$ cat src/rtl/uart_rx_ctrl_pkg.sv
// Shared types and constants for the UART receive control block.
package uart_rx_ctrl_pkg;

    typedef enum logic {
        ST_IDLE  = 1'b0,
        ST_FRAME = 1'b1
    } rx_frame_e;

    // Start + 8 data + stop: a frame that runs this long without a byte is a false start.
    localparam int unsigned FRAME_BITS = 10;
    localparam logic [15:0] MIN_DIV    = 16'd4;

    function automatic logic [15:0] clamp_div(input logic [15:0] div);
        return (div < MIN_DIV) ? MIN_DIV : div;
    endfunction

endpackage

$ cat src/rtl/uart_rx_ctrl_if.sv
// Receiver-facing and read-side signals of uart_rx_ctrl; master drives, slave is the controller.
interface uart_rx_ctrl_if #(
    parameter int DEPTH = 16
);
    localparam int LW = $clog2(DEPTH) + 1;

    logic          rx_sbit_i;
    logic          rx_dv_i;
    logic [7:0]    rx_byte_i;
    logic [15:0]   clks_per_bit_o;
    logic          rd_i;
    logic [7:0]    rd_data_o;
    logic          rd_valid_o;
    logic [LW-1:0] level_o;

    modport master (
        output rx_sbit_i, rx_dv_i, rx_byte_i, rd_i,
        input  clks_per_bit_o, rd_data_o, rd_valid_o, level_o
    );

    modport slave (
        input  rx_sbit_i, rx_dv_i, rx_byte_i, rd_i,
        output clks_per_bit_o, rd_data_o, rd_valid_o, level_o
    );

endinterface

$ cat src/rtl/uart_rx_fifo.sv
// First-word-fall-through byte FIFO: head is read combinationally, flush beats push/pop.
module uart_rx_fifo #(
    parameter  int DEPTH = 16,
    localparam int AW    = $clog2(DEPTH),
    localparam int LW    = AW + 1
) (
    input  logic          clk_i,
    input  logic          rst_i,
    input  logic          flush_i,
    input  logic          push_i,
    input  logic          pop_i,
    input  logic [7:0]    wr_data_i,
    output logic [7:0]    rd_data_o,
    output logic [LW-1:0] level_o,
    output logic          full_o,
    output logic          empty_o
);

    logic [7:0]    mem [DEPTH];
    logic [AW-1:0] head_reg;
    logic [AW-1:0] tail_reg;
    logic [LW-1:0] level_reg;
    logic          pop_ok;
    logic          push_ok;

    assign empty_o = (level_reg == '0);
    assign full_o  = (level_reg == LW'(DEPTH));
    assign pop_ok  = pop_i & ~empty_o;
    // A full FIFO still takes a byte when the head leaves in the same cycle.
    assign push_ok = push_i & (~full_o | pop_ok);

    always_ff @(posedge clk_i) begin
        if (push_ok && !flush_i) begin
            mem[tail_reg] <= wr_data_i;
        end
    end

    always_ff @(posedge clk_i) begin
        if (rst_i || flush_i) begin
            head_reg  <= '0;
            tail_reg  <= '0;
            level_reg <= '0;
        end else begin
            if (push_ok) begin
                tail_reg <= tail_reg + 1'b1;
            end
            if (pop_ok) begin
                head_reg <= head_reg + 1'b1;
            end
            case ({push_ok, pop_ok})
                2'b10:   level_reg <= level_reg + 1'b1;
                2'b01:   level_reg <= level_reg - 1'b1;
                default: level_reg <= level_reg;
            endcase
        end
    end

    assign rd_data_o = mem[head_reg];
    assign level_o   = level_reg;

endmodule

$ cat src/rtl/uart_rx_ctrl.sv
// UART receive control: frame tracking, deferred divisor updates, RX FIFO and interrupts.
// Build option: define UART_RX_TIMEOUT_EN to include the idle-timeout counter and tout_o.
module uart_rx_ctrl
    import uart_rx_ctrl_pkg::*;
#(
    parameter  int DEPTH     = 16,
    parameter  int RESET_DIV = 87,
    parameter  int TOUT_BITS = 32,
    localparam int LW        = $clog2(DEPTH) + 1
) (
    input  logic          clk_i,
    input  logic          rst_i,
    input  logic          en_i,
    input  logic          flush_i,
    input  logic [15:0]   div_i,
    input  logic          div_we_i,
    uart_rx_ctrl_if.slave bus,
    input  logic [LW-1:0] wm_i,
    output logic          ovf_o,
    input  logic          ovf_clr_i,
    output logic          tout_o,
    output logic          irq_o
);

    if (DEPTH < 2 || (DEPTH & (DEPTH - 1)) != 0 || TOUT_BITS < 1 || RESET_DIV < int'(MIN_DIV)) begin : g_bad_cfg
        $error("uart_rx_ctrl: illegal parameter combination");
    end

    rx_frame_e     state_reg;
    logic [3:0]    bit_cnt_reg;
    logic [15:0]   cyc_cnt_reg;
    logic [15:0]   div_reg;
    logic [15:0]   div_pend_reg;
    logic          div_pend_vld_reg;
    logic          ovf_reg;
    logic          tout_reg;
    logic          irq_reg;

    logic [15:0]   div_last;
    logic          push_req;
    logic          pop_req;
    logic          fifo_full;
    logic          fifo_empty;
    logic [LW-1:0] level;
    logic          ovf_evt;
    logic          wm_hit;

    assign div_last = div_reg - 16'd1;
    assign push_req = bus.rx_dv_i & en_i;
    assign pop_req  = bus.rd_i & ~fifo_empty;
    // Byte lost only when nothing frees a slot and flush is not already discarding it.
    assign ovf_evt  = push_req & fifo_full & ~pop_req & ~flush_i;

    uart_rx_fifo #(
        .DEPTH (DEPTH)
    ) u_fifo (
        .clk_i     (clk_i),
        .rst_i     (rst_i),
        .flush_i   (flush_i),
        .push_i    (push_req),
        .pop_i     (bus.rd_i),
        .wr_data_i (bus.rx_byte_i),
        .rd_data_o (bus.rd_data_o),
        .level_o   (level),
        .full_o    (fifo_full),
        .empty_o   (fifo_empty)
    );

    always_ff @(posedge clk_i) begin
        if (rst_i) begin
            state_reg   <= ST_IDLE;
            bit_cnt_reg <= '0;
            cyc_cnt_reg <= '0;
        end else begin
            case (state_reg)
                ST_IDLE: begin
                    if (bus.rx_sbit_i) begin
                        state_reg   <= ST_FRAME;
                        bit_cnt_reg <= '0;
                        cyc_cnt_reg <= '0;
                    end
                end
                ST_FRAME: begin
                    if (bus.rx_dv_i) begin
                        state_reg <= ST_IDLE;
                    end else if (cyc_cnt_reg == div_last) begin
                        cyc_cnt_reg <= '0;
                        bit_cnt_reg <= bit_cnt_reg + 4'd1;
                        if (bit_cnt_reg == 4'(FRAME_BITS - 1)) begin
                            state_reg <= ST_IDLE;
                        end
                    end else begin
                        cyc_cnt_reg <= cyc_cnt_reg + 16'd1;
                    end
                end
                default: state_reg <= ST_IDLE;
            endcase
        end
    end

    // The divisor may only move between frames; a write in the apply cycle stays pending.
    always_ff @(posedge clk_i) begin
        if (rst_i) begin
            div_reg          <= 16'(RESET_DIV);
            div_pend_reg     <= '0;
            div_pend_vld_reg <= 1'b0;
        end else begin
            if (state_reg == ST_IDLE && !bus.rx_sbit_i && div_pend_vld_reg) begin
                div_reg          <= div_pend_reg;
                div_pend_vld_reg <= 1'b0;
            end
            if (div_we_i) begin
                div_pend_reg     <= clamp_div(div_i);
                div_pend_vld_reg <= 1'b1;
            end
        end
    end

    always_ff @(posedge clk_i) begin
        if (rst_i) begin
            ovf_reg <= 1'b0;
        end else if (ovf_evt) begin
            ovf_reg <= 1'b1;
        end else if (ovf_clr_i) begin
            ovf_reg <= 1'b0;
        end
    end

`ifdef UART_RX_TIMEOUT_EN
    localparam int TBW = $clog2(TOUT_BITS + 1);
    localparam logic [TBW-1:0] TOUT_MAX = TBW'(TOUT_BITS);

    logic [15:0]    tout_cyc_reg;
    logic [TBW-1:0] tout_bits_reg;

    always_ff @(posedge clk_i) begin
        if (rst_i) begin
            tout_cyc_reg  <= '0;
            tout_bits_reg <= '0;
            tout_reg      <= 1'b0;
        end else if (flush_i || push_req || pop_req) begin
            tout_cyc_reg  <= '0;
            tout_bits_reg <= '0;
            if (flush_i || pop_req) begin
                tout_reg <= 1'b0;
            end
        end else if (!fifo_empty && state_reg == ST_IDLE && tout_bits_reg != TOUT_MAX) begin
            if (tout_cyc_reg == div_last) begin
                tout_cyc_reg  <= '0;
                tout_bits_reg <= tout_bits_reg + 1'b1;
                if (tout_bits_reg == TOUT_MAX - 1'b1) begin
                    tout_reg <= 1'b1;
                end
            end else begin
                tout_cyc_reg <= tout_cyc_reg + 16'd1;
            end
        end
    end
`else
    assign tout_reg = 1'b0;
`endif

    assign wm_hit = (wm_i != '0) && (level >= wm_i);

    always_ff @(posedge clk_i) begin
        if (rst_i) begin
            irq_reg <= 1'b0;
        end else begin
            irq_reg <= wm_hit | ovf_reg | tout_reg;
        end
    end

    assign bus.clks_per_bit_o = div_reg;
    assign bus.rd_valid_o     = ~fifo_empty;
    assign bus.level_o        = level;
    assign ovf_o              = ovf_reg;
    assign tout_o             = tout_reg;
    assign irq_o              = irq_reg;

endmodule

$ cat src/flat_wrapper.sv
// flat-port wrapper written by rule: the top's interface ports become plain ports
module uart_rx_ctrl_flat import uart_rx_ctrl_pkg::*;
#(
    parameter  int DEPTH     = 16,
    parameter  int RESET_DIV = 87,
    parameter  int TOUT_BITS = 32,
    localparam int LW        = $clog2(DEPTH) + 1
)
  (clk_i, rst_i, en_i, flush_i, div_i, div_we_i, wm_i, ovf_o, ovf_clr_i, tout_o, irq_o, bus_rx_sbit_i, bus_rx_dv_i, bus_rx_byte_i, bus_rd_i, bus_clks_per_bit_o, bus_rd_data_o, bus_rd_valid_o, bus_level_o);
  uart_rx_ctrl_if #(.DEPTH(DEPTH)) bus_i ();
  input  logic clk_i;
  input  logic rst_i;
  input  logic en_i;
  input  logic flush_i;
  input  logic [15:0] div_i;
  input  logic div_we_i;
  input  logic [LW-1:0] wm_i;
  output logic ovf_o;
  input  logic ovf_clr_i;
  output logic tout_o;
  output logic irq_o;
  input wire logic [$bits(bus_i.rx_sbit_i)-1:0] bus_rx_sbit_i;
  input wire logic [$bits(bus_i.rx_dv_i)-1:0] bus_rx_dv_i;
  input wire logic [$bits(bus_i.rx_byte_i)-1:0] bus_rx_byte_i;
  input wire logic [$bits(bus_i.rd_i)-1:0] bus_rd_i;
  output wire logic [$bits(bus_i.clks_per_bit_o)-1:0] bus_clks_per_bit_o;
  output wire logic [$bits(bus_i.rd_data_o)-1:0] bus_rd_data_o;
  output wire logic [$bits(bus_i.rd_valid_o)-1:0] bus_rd_valid_o;
  output wire logic [$bits(bus_i.level_o)-1:0] bus_level_o;
  assign bus_i.rx_sbit_i = bus_rx_sbit_i;
  assign bus_i.rx_dv_i = bus_rx_dv_i;
  assign bus_i.rx_byte_i = bus_rx_byte_i;
  assign bus_i.rd_i = bus_rd_i;
  assign bus_clks_per_bit_o = bus_i.clks_per_bit_o;
  assign bus_rd_data_o = bus_i.rd_data_o;
  assign bus_rd_valid_o = bus_i.rd_valid_o;
  assign bus_level_o = bus_i.level_o;
  uart_rx_ctrl #(.DEPTH(DEPTH), .RESET_DIV(RESET_DIV), .TOUT_BITS(TOUT_BITS)) u_core (.clk_i(clk_i), .rst_i(rst_i), .en_i(en_i), .flush_i(flush_i), .div_i(div_i), .div_we_i(div_we_i), .bus(bus_i), .wm_i(wm_i), .ovf_o(ovf_o), .ovf_clr_i(ovf_clr_i), .tout_o(tout_o), .irq_o(irq_o));
endmodule
$ cat config.mk
export PLATFORM = sky130hd
export DESIGN_NAME = uart_rx_ctrl_flat
export DESIGN_NICKNAME = d
export VERILOG_FILES = /design/src/rtl/uart_rx_ctrl_pkg.sv /design/src/rtl/uart_rx_ctrl_if.sv /design/src/rtl/uart_rx_fifo.sv /design/src/rtl/uart_rx_ctrl.sv /design/src/flat_wrapper.sv
export SDC_FILE = /design/constraint.sdc
export NUM_CORES = 1
export LEC_CHECK = 0
export CORE_ASPECT_RATIO = 1.1
export CORE_MARGIN = 10
export CORE_UTILIZATION = 45
export CTS_CLUSTER_SIZE = 28
export DETAILED_ROUTE_END_ITERATION = 10
export SETUP_SLACK_MARGIN = 0.15
export SLEW_MARGIN = 20
export SYNTH_ARGS = -nofsm -noshare
export SYNTH_HDL_FRONTEND = slang
export SYNTH_SLANG_ARGS = --single-unit
$ cat constraint.sdc
create_clock -name clk_i -period 9.1 [get_ports clk_i]
set_clock_uncertainty 0.05 [all_clocks]
set_input_delay 1.82 -clock clk_i [delete_from_list [all_inputs] [get_ports clk_i]]
set_output_delay 1.82 -clock clk_i [all_outputs]
set_load 0.01 [all_outputs]
==> results of run 1 <==
## report_power, final
part,switching [mW],leakage (nW),internal (mW)
Sequential,0.0113,1.75,0.978
Clock,0.347,0.362,0.556
Combinational,0.0477,1.41,0.0436
Total,0.406,3.52,1.58
## logic make-up after synthesis
family,after synthesis,synth area share (%)
AND/OR/NAND/NOR,223,12.84
flip-flops,201,61.19
multiplexers,57,12.35
AO/OA/AOI/OAI,55,4.171
buffers and inverters,52,2.526
XOR/XNOR,40,4.041
adder cells (fa/ha/maj),19,2.829
other,1,0.04325
## placed cells by master (no fill, tap or decap), drive strengths merged, types with 4 or more instances in the layout
cell           Yosys  layout
clkinv             0       6
nor4b              4       4
nand3b             6       6
xor2              23      23
nor2              78      78
and3               4       4
nor4              11      11
ha                18      18
o21ai              6       6
nand4             10      10
dfxtp             73      73
nand2             56      56
or2                4       4
nor2b              4       4
xnor2             17      17
or3                5       5
nand2b             5       5
edfxtp           128     128
clkbuf            23      29
inv               19      20
clkdlybuf4s50      0      69
mux4              40      40
mux2i             17      17
a21o               4       4
a21oi             22      22
nor3              10      10
nand3             11      11
## per-layer routing
metal	routed length, um	GRT usage (%)	up-vias
met2	9373	25.26	130
met5	0	0	-
met4	286	3.503	0
met3	999	3.082	27
met1	8180	18.32	2688
li1	-	-	2525
## Yosys cell counts, drive strengths merged, types with 4 or more instances
master | n | area share [%]
ha | 18 | 2.6
nand3 | 11 | 0.63
and3 | 4 | 0.29
nor2 | 78 | 3.4
or3 | 5 | 0.48
o21ai | 6 | 0.39
nand4 | 10 | 0.72
inv | 19 | 0.82
nor4 | 11 | 0.87
nor3 | 10 | 0.58
buf | 10 | 0.69
nor4b | 4 | 0.48
nand2b | 5 | 0.36
dfxtp | 73 | 17
nor2b | 4 | 0.29
nand3b | 6 | 0.52
xnor2 | 17 | 1.7
clkbuf | 23 | 1.0
a21oi | 22 | 1.3
a21o | 4 | 0.35
mux2i | 17 | 2.0
xor2 | 23 | 2.3
or2 | 4 | 0.29
mux4 | 40 | 10
nand2 | 56 | 2.4
edfxtp | 128 | 44
## layout make-up
| cell class | count | area [um2] |
|---|---|---|
| Multi-Input combinational cell | 395 | 3166 |
| Inverter | 19 | 71.32 |
| Clock buffer | 29 | 608.1 |
| Sequential cell | 201 | 5306 |
| Fill cell | 1547 | 8725 |
| Tap cell | 247 | 309.0 |
| Timing Repair Buffer | 72 | 713.2 |
| Clock inverter | 11 | 133.9 |
## path summary, 6_finish.rpt
path | slack, ns | endpoint
worst max-delay path | 4.28 | bus_rd_data_o[2]
worst min-delay path | 0.41 | u_core.bus.clks_per_bit_o[14]
worst max register to register | 5.72 | u_core.u_fifo.level_o[4]
worst min register to register | 0.41 | u_core.bus.clks_per_bit_o[14]
## tightest hold or removal path: cells and delay by family (launching register included)
kind               cells  cell delay (ns)
DFF                    1             0.31
AOI/OAI and AO/OA      1             0.05
and+or+nand+nor        1             0.05
## per-stage QoR
stage               area [um2]  power [mW]  setup WS, ns
finish                   10310       1.984         4.278
global route             10310       2.053         4.135
CTS                      10290       2.003         4.218
detailed placement        9550       1.102         4.378
global placement          9545       1.098         4.482
floorplan                 8670       1.054         4.998
==> results.py, run 1 <==
metrics = {
    "critical_path": {
        "crit_top_cell": "mux4_2",
        "crit_chain": "buf_4 -> mux4_2 -> mux4_2 -> clkdlybuf4s50_1",
        "worstPathRequired_ns": 7.23,
        "crit_type": "register to output pin",
        "cp_data_arrival_time_ns": 2.95,
        "start_kind": "register",
        "cp_top_family": "multiplexers",
        "cpPeakStageDelay_ns": 0.61,
        "crit_buf_inv": 2,
        "critPathMaxFanout": 32,
        "setup.worst_path.end_class": "output pin",
        "slowest_stage": "mux4_2",
        "reg2reg_from": "u_core.u_fifo.level_o[0]",
        "ff2ff_path_depth": 13,
        "cp_num_cells": 4,
    },
    "final_layout": {
        "layout.nets": 768,
        "top_register": "u_core.u_fifo.mem",
        "largest_register_ffs": 128,
        "final_cells": 974,
        "layout-drive-gt1-share_pct": 12.93,
        "utilization_pct": 54.16,
        "diodes": 0,
        "syn2layout_area_growth_pct": 18.89,
    },
    "yosys": {
        "netlist_area_mm2": 0.008670,
        "synth_cells": 648,
        "yosysWarnings": 0,
        "async_reset_ff_share_pct": 0,
        "ys_seq_area_share_pct": 61.19,
        "synth_seq_cells": 201,
        "syn_nets": 705,
        "synth_edf_count": 128,
        "syn_avg_cell_area_um2": 13.38,
        "synth.distinct_cells": 58,
        "ys.flop_type": "edfxtp_1",
    },
    "pwr": {
        "p_per_area_mw_per_mm2": 192.5,
        "peakVddDrop_v": 0.0001337,
        "p_leak_nw": 3.516,
    },
    "place": {
        "dp_hpwl_mm": 13.16,
        "place_congestion": 0.7910,
        "dp_cells": 934,
        "port_buffers": 69,
    },
    "global_route": {
        "gr-usage-all-layers_pct": 14.57,
        "grt_antenna_before_repair": 0,
        "grt_max_degree": 43,
        "grt_pass1_wl_mm": 29.88,
        "grt_pass1_vias": 5502,
        "grt_overflow": 0,
    },
    "sta": {
        "final_hold_viol_count": 0,
        "timing.setup.tns_ns": 0,
        "min_period_ns": 4.822,
        "final_max_slew_viol_count": 0,
        "maxSlewHeadroom_pct": 36.64,
        "clock.fmax_mhz": 207.4,
        "tightest_slew_ns": 0.9470,
        "rsz0062_at_grt": "false",
        "period_share_pct": 52.99,
        "finalSetupViolCount": 0,
        "fin_hold_ws_ns": 0.4116,
    },
    "detailed_routing": {
        "ant_nets": 0,
        "drt-total-wl_mm": 18.84,
        "wl_per_cell_um": 19.34,
        "vias_per_cell": 5.513,
        "remaining_drc_errors": 0,
        "initialDrtViolationCount": 276,
        "vias": 5370,
        "detail_route.first_pass.iterations": 6,
    },
    "clock_tree": {
        "clock_latency_ns": 0.49,
        "cts_root_buf": "clkbuf_16",
        "cts_tree": "done",
        "clock-sinks": 201,
        "clk_pin_slew_ns": 0.06,
        "postCtsHoldBufs": 0,
        "cts_resized": 0,
        "post_cts_buffers": 0,
        "clock_path_buffers": 3,
        "htree_levels": 1,
        "cts_buffers": 22,
    },
    "run": {
        "max_cap_violations": 0,
    },
    "floorplanning": {
        "num_rows": 53,
        "core_area_mm2": 0.01903,
        "start_util_pct": 45.55,
        "die-area_mm2": 0.02522,
        "io_pins": 71,
        "die_h_um": 165.6,
        "die_w_um": 152.3,
    },
    "min_path": {
        "min_path_cells": 2,
        "hold_path_class": "register to register",
        "min_from": "u_core.div_pend_reg[14]",
    },
    "run_status": {
        "status": "finished clean",
    },
}
Note: power is estimated with default switching activity, not from simulation.
==> run 2: changes to the inputs <==
- clock period: 9.1 -> 4.6 ns (I/O delays scaled with it)
==> results.py, run 2 (synthesis gave the netlist of run 1 again) <==
metrics = {
    "critical_path": {
        "crit_top_cell": "mux4_2",
        "crit_chain": "buf_12 -> mux4_2 -> mux4_2 -> clkdlybuf4s50_1",
        "worstPathRequired_ns": 3.63,
        "setup.worst_path.end_class": "output pin",
        "critPathMaxFanout": 20,
        "cpPeakStageDelay_ns": 0.64,
        "start_kind": "register",
        "slowest_stage": "dfxtp_2",
        "cp_data_arrival_time_ns": 2.96,
        "crit_type": "register to output pin",
    },
    "floorplanning": {
        "num_rows": 53,
        "start_util_pct": 45.55,
        "io_pins": 71,
        "die-area_mm2": 0.02522,
        "core_area_mm2": 0.01903,
        "die_w_um": 152.3,
        "die_h_um": 165.6,
    },
    "clock_tree": {
        "htree_levels": 1,
        "cts_tree": "done",
        "post_cts_buffers": 0,
        "cts_buffers": 22,
        "clock-sinks": 201,
        "clk_pin_slew_ns": 0.06,
        "cts_resized": 0,
        "cts_root_buf": "clkbuf_16",
        "clock_path_buffers": 3,
        "postCtsHoldBufs": 0,
        "clock_latency_ns": 0.50,
    },
    "sta": {
        "clock.fmax_mhz": 254.3,
        "timing.setup.tns_ns": 0,
        "final_hold_viol_count": 0,
        "setup_ws_ns": 0.6674,
        "rsz0062_at_grt": "false",
        "maxSlewHeadroom_pct": 45.55,
        "min_period_ns": 3.933,
        "finalSetupViolCount": 0,
        "tightest_slew_ns": 0.8137,
        "fin_hold_ws_ns": 0.4022,
        "final_max_slew_viol_count": 0,
        "period_share_pct": 85.49,
    },
    "global_route": {
        "grt_overflow": 0,
        "grt_pass1_vias": 5510,
        "grt_pass1_wl_mm": 29.52,
        "grt_antenna_before_repair": 0,
        "grt_max_degree": 43,
        "gr-usage-all-layers_pct": 14.34,
    },
    "final_layout": {
        "final_cell_area_mm2": 0.01027,
        "largest_register_ffs": 128,
        "layout-drive-gt1-share_pct": 12.86,
        "final_common_cell": "edfxtp_1",
        "syn2layout_area_growth_pct": 18.52,
        "layout.nets": 773,
        "fillers": 1574,
        "top_register": "u_core.u_fifo.mem",
        "multi_input_area_mm2": 0.003146,
        "diodes": 0,
        "layout_common_cells": "128 x edfxtp_1, 78 x nor2_1, 72 x dfxtp_1",
        "regArea_mm2": 0.005306,
    },
    "place": {
        "dp_hpwl_mm": 13.19,
        "dp_slack_ns": 0.7832,
        "port_buffers": 69,
        "place_congestion": 0.7987,
        "placed_area_mm2": 0.009595,
    },
    "detailed_routing": {
        "detail_route.first_pass.iterations": 4,
        "initialDrtViolationCount": 299,
        "remaining_drc_errors": 0,
        "ant_nets": 0,
        "drt-total-wl_mm": 18.32,
        "vias": 5270,
        "wl_per_cell_um": 18.73,
        "vias_per_cell": 5.389,
    },
    "pwr": {
        "peakVddDrop_v": 0.0002342,
        "p_per_area_mw_per_mm2": 367.6,
        "p_leak_nw": 3.500,
    },
    "run": {
        "max_cap_violations": 0,
    },
    "min_path": {
        "hold_path_class": "register to register",
    },
    "run_status": {
        "status": "finished clean",
    },
}
[run 2: cell types whose count changed in the layout (fill, tap and decap cells not counted), sizes merged]
cell	previous run	this run
clkinvlp	1	0
clkinv	6	7
inv	20	21
bufinv	3	1
buf	3	8
[run 2: per-layer routing]
metal  wire length [um]  track usage (%)  vias to the layer above  part of all wire (%)
met1               7842            17.32                     2589                    43
met2               9177            25.30                      118                    50
li1                   -                -                     2537                     -
met3                981            3.419                       26                   5.4
met4                318            3.765                        0                   1.7
met5                  0                0                        -                     0
[run 2: power by group]
| group | switching [mW] | internal, mW | leakage (nW) |
|---|---|---|---|
| clock | 0.679 | 0.960 | 0.337 |
| sequential | 0.0233 | 1.94 | 1.75 |
| combinational | 0.0919 | 0.0875 | 1.42 |
| total | 0.794 | 2.98 | 3.50 |
[run 2: worst paths after layout]
| path | cells after the start | slack (ns) | endpoint | from |
|---|---|---|---|---|
| hold / removal | 2 | 0.40 | u_core.bus.clks_per_bit_o[14] | u_core.div_pend_reg[14] |
| setup reg to reg | 13 | 1.24 | u_core.u_fifo.level_o[4] | u_core.u_fifo.level_o[1] |
| hold reg to reg | 2 | 0.40 | u_core.bus.clks_per_bit_o[14] | u_core.div_pend_reg[14] |
| setup / recovery | 4 | 0.67 | bus_rd_data_o[1] | register |
[run 2: per-stage QoR]
step / std cells / util, % / power (mW)
after floorplan: 648 / - / 2.085
after global placement: 939 / 50.42 / 2.171
after detailed placement: 939 / 50.42 / 2.178
after CTS: 978 / 53.99 / 3.820
after global routing: 978 / 53.99 / 3.913
final: 978 / 53.99 / 3.777
[run 2: layout make-up]
class / count / area share [%]
repair buffers: 77 / 7.428
multi-input cells: 395 / 30.61
well taps: 247 / 3.008
clock buffers: 29 / 5.711
clock inverters: 10 / 0.9011
flip-flops and latches: 201 / 51.64
inverters: 19 / 0.6941
[run 2: worst max-delay path, delay by kind of cell (launching register included)]
kind | cells | cell delay (ns)
buf+inv | 2 | 0.78
mux | 2 | 1.04
flops | 1 | 0.64
